==> src/rtl/iob_fifo_sync_asym.sv <==
// Synchronous FIFO with independent write and read word widths.
// Storage is split into one narrow-unit bank per lane of the wider port so a
// wide access touches every bank on the same row, while a narrow access picks
// a single bank. Each bank is a simple dual-port array with a registered read.
module iob_fifo_sync_asym #(
  parameter int W_DATA_W = 32,
  parameter int R_DATA_W = 8,
  parameter int ADDR_W   = 4
) (
  input  logic                clk,
  input  logic                rst,
  input  logic                w_en,
  input  logic [W_DATA_W-1:0] w_data,
  output logic                w_full,
  input  logic                r_en,
  output logic [R_DATA_W-1:0] r_data,
  output logic                r_valid,
  output logic                r_empty,
  output logic [ADDR_W:0]     level
);

  // Geometry: narrow unit width, per-port unit counts, bank and row layout.
  localparam int MIN_W   = (W_DATA_W < R_DATA_W) ? W_DATA_W : R_DATA_W;
  localparam int MAX_W   = (W_DATA_W < R_DATA_W) ? R_DATA_W : W_DATA_W;
  localparam int W_UNITS = W_DATA_W / MIN_W;
  localparam int R_UNITS = R_DATA_W / MIN_W;
  localparam int BANKS   = MAX_W / MIN_W;
  localparam int BANK_W  = $clog2(BANKS);
  localparam int SEL_W   = (BANK_W > 0) ? BANK_W : 1;
  localparam int ROW_W   = ADDR_W - BANK_W;
  localparam int ROWS    = 1 << ROW_W;
  localparam int DEPTH   = 1 << ADDR_W;
  localparam int LVL_W   = ADDR_W + 1;

  // Reject unsupported width ratios or a memory too small to hold one wide word.
  generate
    if ((MAX_W % MIN_W != 0) ||
        !(BANKS == 1 || BANKS == 2 || BANKS == 4 || BANKS == 8)) begin : g_bad_ratio
      $error("iob_fifo_sync_asym: width ratio must be 1, 2, 4 or 8");
    end
    if (ADDR_W <= BANK_W) begin : g_bad_depth
      $error("iob_fifo_sync_asym: ADDR_W too small for the width ratio");
    end
  endgenerate

  logic [ADDR_W-1:0] w_ptr_reg, w_ptr_next;
  logic [ADDR_W-1:0] r_ptr_reg, r_ptr_next;
  logic [LVL_W-1:0]  level_reg, level_next;
  logic [SEL_W-1:0]  r_sel_reg;
  logic              r_valid_reg;

  logic              w_accept;
  logic              r_accept;
  logic [SEL_W-1:0]  w_sel;
  logic [SEL_W-1:0]  r_sel;
  logic [ROW_W-1:0]  w_row;
  logic [ROW_W-1:0]  r_row;
  logic [MIN_W-1:0]  bank_q [BANKS];

  // Status flags come straight from the occupancy count.
  assign w_full  = (level_reg > LVL_W'(DEPTH - W_UNITS));
  assign r_empty = (level_reg < LVL_W'(R_UNITS));

  assign w_accept = w_en & ~w_full;
  assign r_accept = r_en & ~r_empty;

  // Low pointer bits choose the bank (lane), the remaining bits the row.
  assign w_row = w_ptr_reg[ADDR_W-1:BANK_W];
  assign r_row = r_ptr_reg[ADDR_W-1:BANK_W];

  generate
    if (BANK_W > 0) begin : g_sel
      assign w_sel = w_ptr_reg[SEL_W-1:0];
      assign r_sel = r_ptr_reg[SEL_W-1:0];
    end else begin : g_nosel
      assign w_sel = '0;
      assign r_sel = '0;
    end
  endgenerate

  // Next-state for pointers and occupancy; both ports may act in one cycle.
  always_comb begin
    w_ptr_next = w_ptr_reg;
    r_ptr_next = r_ptr_reg;
    level_next = level_reg;
    if (w_accept) begin
      w_ptr_next = w_ptr_reg + ADDR_W'(W_UNITS);
      level_next = level_next + LVL_W'(W_UNITS);
    end
    if (r_accept) begin
      r_ptr_next = r_ptr_reg + ADDR_W'(R_UNITS);
      level_next = level_next - LVL_W'(R_UNITS);
    end
  end

  // Pointer, occupancy and read-status registers.
  always_ff @(posedge clk) begin
    if (rst) begin
      w_ptr_reg   <= '0;
      r_ptr_reg   <= '0;
      level_reg   <= '0;
      r_sel_reg   <= '0;
      r_valid_reg <= 1'b0;
    end else begin
      w_ptr_reg   <= w_ptr_next;
      r_ptr_reg   <= r_ptr_next;
      level_reg   <= level_next;
      r_valid_reg <= r_accept;
      if (r_accept) begin
        r_sel_reg <= r_sel;
      end
    end
  end

  // One narrow-unit bank per lane of the wider port.
  genvar gi;
  generate
    for (gi = 0; gi < BANKS; gi++) begin : g_bank
      // A write covers lanes [W_BASE, W_BASE+W_UNITS); this bank is lane W_LANE of it.
      localparam int W_BASE = gi - (gi % W_UNITS);
      localparam int W_LANE = gi % W_UNITS;

      logic [MIN_W-1:0] mem [ROWS];
      logic [MIN_W-1:0] bank_q_reg;
      logic             bank_we;

      assign bank_we = w_accept && (w_sel == SEL_W'(W_BASE));

      // Write port: store this lane's unit of the incoming word.
      always_ff @(posedge clk) begin
        if (bank_we) begin
          mem[w_row] <= w_data[W_LANE*MIN_W +: MIN_W];
        end
      end

      // Registered read port; only loads on an accepted read so r_data holds.
      always_ff @(posedge clk) begin
        if (rst) begin
          bank_q_reg <= '0;
        end else if (r_accept) begin
          bank_q_reg <= mem[r_row];
        end
      end

      assign bank_q[gi] = bank_q_reg;
    end

    // Reassemble the read word: output lane k comes from bank (base + k).
    for (gi = 0; gi < R_UNITS; gi++) begin : g_rlane
      assign r_data[gi*MIN_W +: MIN_W] = bank_q[r_sel_reg + SEL_W'(gi)];
    end
  endgenerate

  assign r_valid = r_valid_reg;
  assign level   = level_reg;

endmodule

==> config.mk <==
export PLATFORM = sky130hd
export DESIGN_NAME = iob_fifo_sync_asym
export DESIGN_NICKNAME = d
export VERILOG_FILES = /design/src/rtl/iob_fifo_sync_asym.sv
export SDC_FILE = /design/constraint.sdc
export NUM_CORES = 1
export LEC_CHECK = 0
export ABC_CLOCK_PERIOD_IN_PS = 3000
export CAP_MARGIN = 10
export CORE_MARGIN = 8
export CORE_UTILIZATION = 50
export CTS_CLUSTER_DIAMETER = 80
export CTS_CLUSTER_SIZE = 28
export DETAILED_ROUTE_END_ITERATION = 16
export PLACE_DENSITY_LB_ADDON = 0.3
export SLEW_MARGIN = 40
export SYNTH_ARGS = -nofsm -noshare
export SYNTH_HDL_FRONTEND = slang
export SYNTH_SLANG_ARGS = --single-unit
==> constraint.sdc <==
create_clock -name clk -period 3 [get_ports clk]
set_input_delay 0.75 -clock clk [delete_from_list [all_inputs] [get_ports clk]]
set_output_delay 0.75 -clock clk [all_outputs]
set_load 0.03 [all_outputs]
### After elaboration in Yosys (flattened, before gate mapping)

Memories as Yosys holds them, arrays and structs flattened. A register that Yosys moved wholly into a read port is not among the register bits.
Cells that the tools add are included.

* shift operators: 0
* $lt $le $gt $ge: 3
* eq/ne operators: 0
* divide/modulo/power cells: 0
* bitwise gates (word level): 5
* $add $sub $neg: 4
* muxes and demuxes: 7
* reduce and logical (&&, ||, !) cells: 2
* $mul: 0

Operators with widths (number)
* 8-bit binary-select mux with 2-bit select: 1
* 8-bit 2-to-1 mux: 2
* 5-bit 2-to-1 mux: 2
* 5-bit by 3-bit adder with 5-bit output, second input constant: 1
* 5-bit by 4-bit > comparator with 1-bit output, second input constant: 1
* 5-bit by 1-bit less-than comparator with 1-bit output, second input constant: 1
* 5-bit by 1-bit subtractor with 5-bit output, second input constant: 1
* 4-bit by 1-bit adder with 4-bit output, second input constant: 1
* 4-bit by 3-bit adder with 4-bit output, second input constant: 1
* 3-bit greater-or-equal comparator, second input constant: 1
* 2-bit inverter with 3-bit output: 1
* 1-bit AND: 2
* 2-bit logical NOT: 1
* 1-bit 2-to-1 mux: 2
* 1-bit inverter: 2
* 1-bit logical AND: 1

* output and inout bits: 16
* register bits after elaboration: 16
* input bits: 36
* bits in writable memories: 128
* logic and storage cells: 30
* bits in latches: 0
* memories: 4
* ROM bits: 0

Memories
* g_bank[0].mem: words 4, bits a word 8, read ports 1, clocked after memory_dff 1, wr ports 1, line 123 `logic [MIN_W-1:0] mem [ROWS];`
* g_bank[1].mem: words 4, bits a word 8, read ports 1, clocked after memory_dff 1, wr ports 1, line 123
* g_bank[2].mem: words 4, bits a word 8, read ports 1, clocked after memory_dff 1, wr ports 1, line 123
* g_bank[3].mem: words 4, bits a word 8, read ports 1, clocked after memory_dff 1, wr ports 1, line 123

### Longest topological paths before layout

Gate-level depths: netlist (run 1).

* depth in word-level cells: 6
* gate-level depth with buffers: 7
* gate-level depth less buffers: 7

### Worst setup path before layout (run 1)

Ideal clock, no wire load.

* path kind: reg2reg
* from: reg level_reg[3], in the netlist level[3]
* to: mem g_bank[0].mem[1][0] (netlist name), enable pin
* setup time: 392 ps
* path slack: 418 ps
* period minus slack after synthesis: 2582 ps
* stages on the path, launching flop included: 5
* arrival: 2190 ps
* required time: 2608 ps
* buffers on the path: 0
* path through: dfxtp_1 -> ha_1 -> nand2_1 -> a31oi_1 -> and2_1

* word-level cells in the longest chain between the ends: 6

Ends and longest elaborated chain
* from (decl): line 48 `logic [LVL_W-1:0] level_reg, level_next;`
* from (signal assigned): line 107 `level_reg <= level_next;`
* 5-bit by 4-bit > comparator with 1-bit output: line 61 `assign w_full = (level_reg > LVL_W'(DEPTH - W_UNITS));`
* 1-bit inverter: line 64 `assign w_accept = w_en & ~w_full;`
* 1-bit AND: line 64
* 1-bit logical AND: line 127 `assign bank_we = w_accept && (w_sel == SEL_W'(W_BASE));`
* 1-bit 2-to-1 mux: line 131 `if (bank_we) begin`
* 1-bit 2-to-1 mux (implied by the code): line 132 `mem[w_row] <= w_data[W_LANE*MIN_W +: MIN_W];`
* to (decl): line 123

No other way between the ends.

### Worst setup path in the final report (run 1)

* from: reg r_sel_reg[0]
* to: out r_data[0]

* word-level cells in the longest chain between the ends: 4

Ends and longest elaborated chain
* from (decl): line 49 `logic [SEL_W-1:0] r_sel_reg;`
* from (signal assigned): line 110 `r_sel_reg <= r_sel;`
* 2-bit inverter with 3-bit output (implied by the code): line 150 `assign r_data[gi*MIN_W +: MIN_W] = bank_q[r_sel_reg + SEL_W'(gi)];`
* 8-bit binary-select mux with 2-bit select: line 150
* 8-bit 2-to-1 mux (implied by the code) (2 in a row): line 150
* to (decl): line 16 `output logic [R_DATA_W-1:0] r_data,`

No other way between the ends. The select of a mux whose other input is x is not followed.

==> results of run 1 <==
-- cells in the mapped netlist (2+ instances only) --
library cell	count	area, sq um
sky130_fd_sc_hd__edfxtp_1	128	3840
sky130_fd_sc_hd__nand2_1	73	274
sky130_fd_sc_hd__dfxtp_1	46	921
sky130_fd_sc_hd__mux4_2	40	901
sky130_fd_sc_hd__a21oi_1	39	195
sky130_fd_sc_hd__nor2_1	16	60.1
sky130_fd_sc_hd__clkbuf_1	11	41.3
sky130_fd_sc_hd__ha_1	8	100
sky130_fd_sc_hd__inv_1	6	22.5
sky130_fd_sc_hd__buf_2	5	25.0
sky130_fd_sc_hd__and2_1	4	25.0
sky130_fd_sc_hd__buf_4	4	30.0
sky130_fd_sc_hd__buf_6	4	45.0
sky130_fd_sc_hd__nand2b_1	3	18.8
sky130_fd_sc_hd__xnor2_1	3	26.3
sky130_fd_sc_hd__xor2_1	3	26.3
sky130_fd_sc_hd__a31oi_1	2	12.5
-- power breakdown --
group | internal (mW) | switching [mW] | total [mW]
combinational | 0.645 | 0.866 | 1.51
clock | 1.40 | 0.820 | 2.22
sequential | 3.01 | 0.194 | 3.20
total | 5.06 | 1.88 | 6.94
-- placed cells by master, fill, tap and decap left out, types with 2 or more instances in the layout --
| cell type | synthesis | final |
|---|---|---|
| sky130_fd_sc_hd__buf_4 | 4 | 12 |
| sky130_fd_sc_hd__clkdlybuf4s50_1 | 0 | 47 |
| sky130_fd_sc_hd__a31oi_1 | 2 | 2 |
| sky130_fd_sc_hd__xor2_1 | 3 | 3 |
| sky130_fd_sc_hd__nand2_1 | 73 | 73 |
| sky130_fd_sc_hd__and2_1 | 4 | 4 |
| sky130_fd_sc_hd__clkbuf_1 | 11 | 5 |
| sky130_fd_sc_hd__nand2b_1 | 3 | 3 |
| sky130_fd_sc_hd__dlymetal6s2s_1 | 0 | 4 |
| sky130_fd_sc_hd__ha_1 | 8 | 8 |
| sky130_fd_sc_hd__edfxtp_1 | 128 | 128 |
| sky130_fd_sc_hd__xnor2_1 | 3 | 3 |
| sky130_fd_sc_hd__inv_1 | 6 | 6 |
| sky130_fd_sc_hd__buf_12 | 0 | 5 |
| sky130_fd_sc_hd__clkinv_1 | 0 | 3 |
| sky130_fd_sc_hd__clkinv_2 | 0 | 2 |
| sky130_fd_sc_hd__mux4_2 | 40 | 40 |
| sky130_fd_sc_hd__dfxtp_2 | 0 | 3 |
| sky130_fd_sc_hd__clkbuf_16 | 0 | 17 |
| sky130_fd_sc_hd__a21oi_1 | 39 | 39 |
| sky130_fd_sc_hd__bufinv_16 | 0 | 4 |
| sky130_fd_sc_hd__nor2_1 | 16 | 16 |
| sky130_fd_sc_hd__dfxtp_1 | 46 | 43 |
-- routing by layer --
layer | GRT usage | part of all wire | vias to the layer above
li1 | - | - | 1681
met1 | 0.185 | 0.43 | 1796
met2 | 0.254 | 0.49 | 94
met3 | 0.0423 | 0.055 | 16
met4 | 0.0779 | 0.020 | 0
met5 | 0 | 0 | -
-- worst paths after layout --
check                                                to  cells after the start                    start  slack [ps]
worst max-delay path                          r_data[0]                      3             r_sel_reg[0]         110
worst max register to register      g_bank[3].mem[0][5]                      6                 level[3]         970
worst min-delay path            g_bank[0].bank_q_reg[6]                      2  g_bank[0].bank_q_reg[6]         460
worst min register to register  g_bank[0].bank_q_reg[6]                      2  g_bank[0].bank_q_reg[6]         460
-- kinds of logic (layout without fill, tap and decap cells) --
family / count (synthesis) / after routing / synth area share
adder cells (fa/ha/maj): 8 / 8 / 0.0149
flip-flops: 174 / 174 / 0.711
buffers and inverters: 30 / 106 / 0.0245
AND/OR/NAND/NOR: 104 / 104 / 0.0652
AO/OA/AOI/OAI: 48 / 48 / 0.0403
XOR/XNOR: 6 / 6 / 0.00785
multiplexers: 41 / 41 / 0.136
-- worst register-to-register path: cells and delay by family, from the launching register on --
family	cells	cell delay, ps
AO/OA/AOI/OAI	1	220
AND/OR/NAND/NOR	2	360
adder cells (fa/ha/maj)	1	250
buffers and inverters	2	410
flip-flops	1	480
-- area by class of cell --
class,count,area [sq um],area share
flip-flops and latches,174,4770,0.589
inverters,6,22.5,0.00278
repair buffers,68,711,0.0878
clock inverters,9,141,0.0175
well taps,176,220,0.0272
clock buffers,23,458,0.0566
multi-input cells,207,1770,0.219
-- per-stage QoR --
step / power, mW / std cells / hold WS [ps] / area [sq um]
6_report: 6.94 / 663 / 458 / 8090
5_1_grt: 7.25 / 663 / 472 / 8090
4_1_cts: 7.01 / 663 / 458 / 8080
3_5_place_dp: 4.79 / 631 / 449 / 7480
3_3_place_gp: 4.73 / 631 / 444 / 7480
2_1_floorplan: 4.21 / 411 / 433 / 6700
==> run summary, run 1 <==
Outcome = finished clean
Initial antenna violation count = 0
Worst slack after detailed placement = 440 ps
Post-DR wirelength/cell = 19.3 um
Cells along the critical path = buf_4, mux4_2, clkdlybuf4s50_1
Via count = 3587
Max stage delay on crit path = 600 ps
GRT Overall Usage = 0.155
Avg Vias per Cell = 5.41
Req. time, crit path = 2250 ps
Crit-path max FO = 6
Number of instances in the synthesized netlist = 411
Worst-case setup margin in the final layout = 109 ps
Synthesized area divided by synthesized cell count = 16.3 sq um
Antenna fix cells = 0
Maximum clock insertion buffer count = 2
Setup total negative slack = 0 ps
Die boundary height = 132 um
P_leak = 2.71 nW
Fraction of synthesis flops using an asynchronous set or reset pin = 0
Number of design rule violations left after detail routing = 0
F_max = 346 MHz
Post-synth design cell area = 6700 sq um
Clock edge transition at the registers on the reported setup and hold paths = 60 ps
Maximum number of pins on one net before global-route repair = 47
Total clock buffers created by CTS = 17
Main flop type after synthesis = sky130_fd_sc_hd__edfxtp_1
RD Place Congestion = 0.782
Final Net Count = 518
Full die area = 17400 sq um
Family of cells with the greatest summed delay on the critical path = buffers and inverters
Fraction of final layout cells sized beyond drive strength 1 = 0.179
Worst-path cell with the longest stage delay = sky130_fd_sc_hd__clkdlybuf4s50_1
RSZ-0062 raised after global routing = no
CTS tree = yes
Final Max Slew Viols = 0
Seq/Total Area, Yosys = 0.711
Number of port buffers = 51
Worst setup EP type = output port
Core ar. = 13200 sq um
Worst setup skew after layout = 7.20 ps
Via count of the first global-routing pass = 3738
Number of levels the H-tree was split into = 4
Count of hold buffers inserted by post-cts repair = 0
Largest voltage drop on the vdd net = 0.484 mV
Synth unique cells = 33
Horiz. Die Dim = 132 um
Area Growth Syn to Fin = 20.8%
Utilization of the core after routing = 0.613
Global-route wire length before repair = 20500 um
Number of flip-flops and latches in the synthesized netlist = 174
Sinks on Clock Net = 174
Max-slew headroom = 0.591
Global-route congestion overflow total = 0
Startpoint class of the critical path = register
# IOs = 52
Placement Rows = 42
DRC marker count from the first detailed-route iteration = 291
Setup repair bufs after CTS = 0
Min Clock Period, post-route = 2890 ps
Buffer and inverter count on the worst path = 2
Critical Path AT = 2140 ps
Antenna-violating nets left = 0
Clock latency reported for the late side of the worst-skew pair = 420 ps
Final setup viols = 0
Buffer cell driving the clock tree root = sky130_fd_sc_hd__clkbuf_16
Power density over the cells = 857 nW/um^2
HPWL Detailed = 8310 um
Classification of the worst setup path = register to output port
Period Utilization, post-route = 0.964
Max Cap Violations = 0
Worst-Margin Slew = 613 ps
Initial cell density of the core = 0.508
Number of warnings issued by yosys = 0
Number of flip-flops under the largest register name = 128
Syn nets = 455
Post-synth EDFFs = 128
Hold Violations, Final = 0
Min-delay worst type = register to register
Number of detailed-routing iterations run before antenna repair = 4
Number of resized instances in the post-cts repair step = 1
# fillers = 984
Aggregate routed wire length = 12800 um
Power figures use the tool's default switching activity.
==> run 2, diff against run 1 <==
- CTS_CLUSTER_DIAMETER: 80 -> default
- SLEW_MARGIN: 40 -> 10
==> results of run 2 <==
No change in the layout: final DEF, timing and power equal those of run 1.
==> run 3, diff against run 2 <==
- CAP_MARGIN: 10 -> 0
- DONT_BUFFER_PORTS: default -> 1
==> run summary, run 3 (synthesized netlist as in run 1, its figures left out) <==
Clock latency reported for the late side of the worst-skew pair = 420 ps
DRC marker count from the first detailed-route iteration = 229
Fraction of final layout cells sized beyond drive strength 1 = 0.197
Number of port buffers = 0
Period Utilization, post-route = 0.881
P_leak = 2.38 nW
Antenna fix cells = 0
Number of detailed-routing iterations run before antenna repair = 4
Sinks on Clock Net = 174
Crit-path max FO = 11
Count of hold buffers inserted by post-cts repair = 0
Total clock buffers created by CTS = 17
Cell area after layout = 7410 sq um
Power density over the cells = 865 nW/um^2
RD Place Congestion = 0.842
Final Max Slew Viols = 0
Area Growth Syn to Fin = 10.7%
Worst-Margin Slew = 913 ps
Global-route congestion overflow total = 0
Setup repair bufs after CTS = 0
Avg Vias per Cell = 5.60
Die boundary height = 132 um
F_max = 378 MHz
Req. time, crit path = 2250 ps
Hold Violations, Final = 0
Min Clock Period, post-route = 2640 ps
Setup total negative slack = 0 ps
Most common library cell in the layout ignoring fill and taps = sky130_fd_sc_hd__edfxtp_1
Via count of the first global-routing pass = 3534
Maximum clock insertion buffer count = 2
Number of resized instances in the post-cts repair step = 0
Startpoint class of the critical path = register
Antenna-violating nets left = 0
Max-slew headroom = 0.391
Final setup viols = 0
Worst setup skew after layout = 8.84 ps
Classification of the worst setup path = register to output port
Placement Rows = 42
Min-Delay Path Depth = 1
Final Net Count = 464
Critical Path AT = 1890 ps
Outcome = finished clean
RSZ-0062 raised after global routing = no
# IOs = 52
Maximum number of pins on one net before global-route repair = 47
Buffer cell driving the clock tree root = sky130_fd_sc_hd__clkbuf_16
Via count = 3402
Clock edge transition at the registers on the reported setup and hold paths = 60 ps
Horiz. Die Dim = 132 um
Commonest cells after routing, fill and taps aside = sky130_fd_sc_hd__edfxtp_1, sky130_fd_sc_hd__nand2_1, sky130_fd_sc_hd__dfxtp_1
Min-delay worst type = primary input to register
GRT Overall Usage = 0.152
Largest voltage drop on the vdd net = 0.488 mV
CTS tree = yes
Initial cell density of the core = 0.508
Number of cells on the worst reg-to-reg path = 6
HPWL Detailed = 7900 um
Initial antenna violation count = 0
Max Cap Violations = 0
Number of levels the H-tree was split into = 4
Number of design rule violations left after detail routing = 0
Post-DR wirelength/cell = 20.4 um
Number of flip-flops under the largest register name = 128
Full die area = 17400 sq um
Worst setup EP type = output port
Placed instance area = 6880 sq um
Aggregate routed wire length = 12400 um
Core ar. = 13200 sq um
Global-route wire length before repair = 20100 um
run 3: layout make-up:
type	count	area (sq um)
Fill cell	998	5780
Sequential cell	174	4770
Multi-Input combinational cell	207	1770
Clock buffer	19	433
Tap cell	176	220
Timing Repair Buffer	14	105
Clock inverter	12	96.3
Inverter	6	22.5
run 3: where the power goes:
group / total (mW) / internal [mW] / switching, mW
combinational: 1.18 / 0.454 / 0.730
sequential: 3.27 / 3.01 / 0.263
clock: 1.96 / 1.12 / 0.836
total: 6.41 / 4.59 / 1.83
run 3: path summary, 6_finish.rpt:
kind	slack (ps)	to	startpoint
setup / recovery	360	w_full	level[2]
hold / removal	390	r_ptr_reg[1]	rst
setup reg to reg	720	g_bank[1].mem[3][0]	level[2]
hold reg to reg	450	g_bank[3].bank_q_reg[5]	g_bank[3].bank_q_reg[5]
run 3: metal layers:
layer | vias up | wire length [um] | track usage
met5 | - | 0 | 0
met4 | 0 | 204 | 0.0606
met3 | 16 | 741 | 0.0564
met2 | 70 | 6090 | 0.237
met1 | 1757 | 5370 | 0.188
li1 | 1559 | - | -
run 3: per-stage QoR:
| stage | hold slack (ps) | power, mW | setup WS, ps | cells | util |
|---|---|---|---|---|---|
| global route | 371 | 6.73 | 253 | 608 | 0.562 |
| CTS | 372 | 6.48 | 324 | 608 | 0.562 |
| floorplan | 433 | 4.21 | 418 | 411 | - |
| detailed placement | 441 | 4.52 | 717 | 577 | 0.522 |
| finish | 389 | 6.41 | 356 | 608 | 0.562 |
| global placement | 438 | 4.48 | 789 | 577 | 0.522 |
run 3: worst max-delay path, cell delays in order, from the launching register on:
cell and delay (ps):
sky130_fd_sc_hd__dfxtp_1 720, sky130_fd_sc_hd__ha_1 300, sky130_fd_sc_hd__nand2_1 120, sky130_fd_sc_hd__a31o_2 340
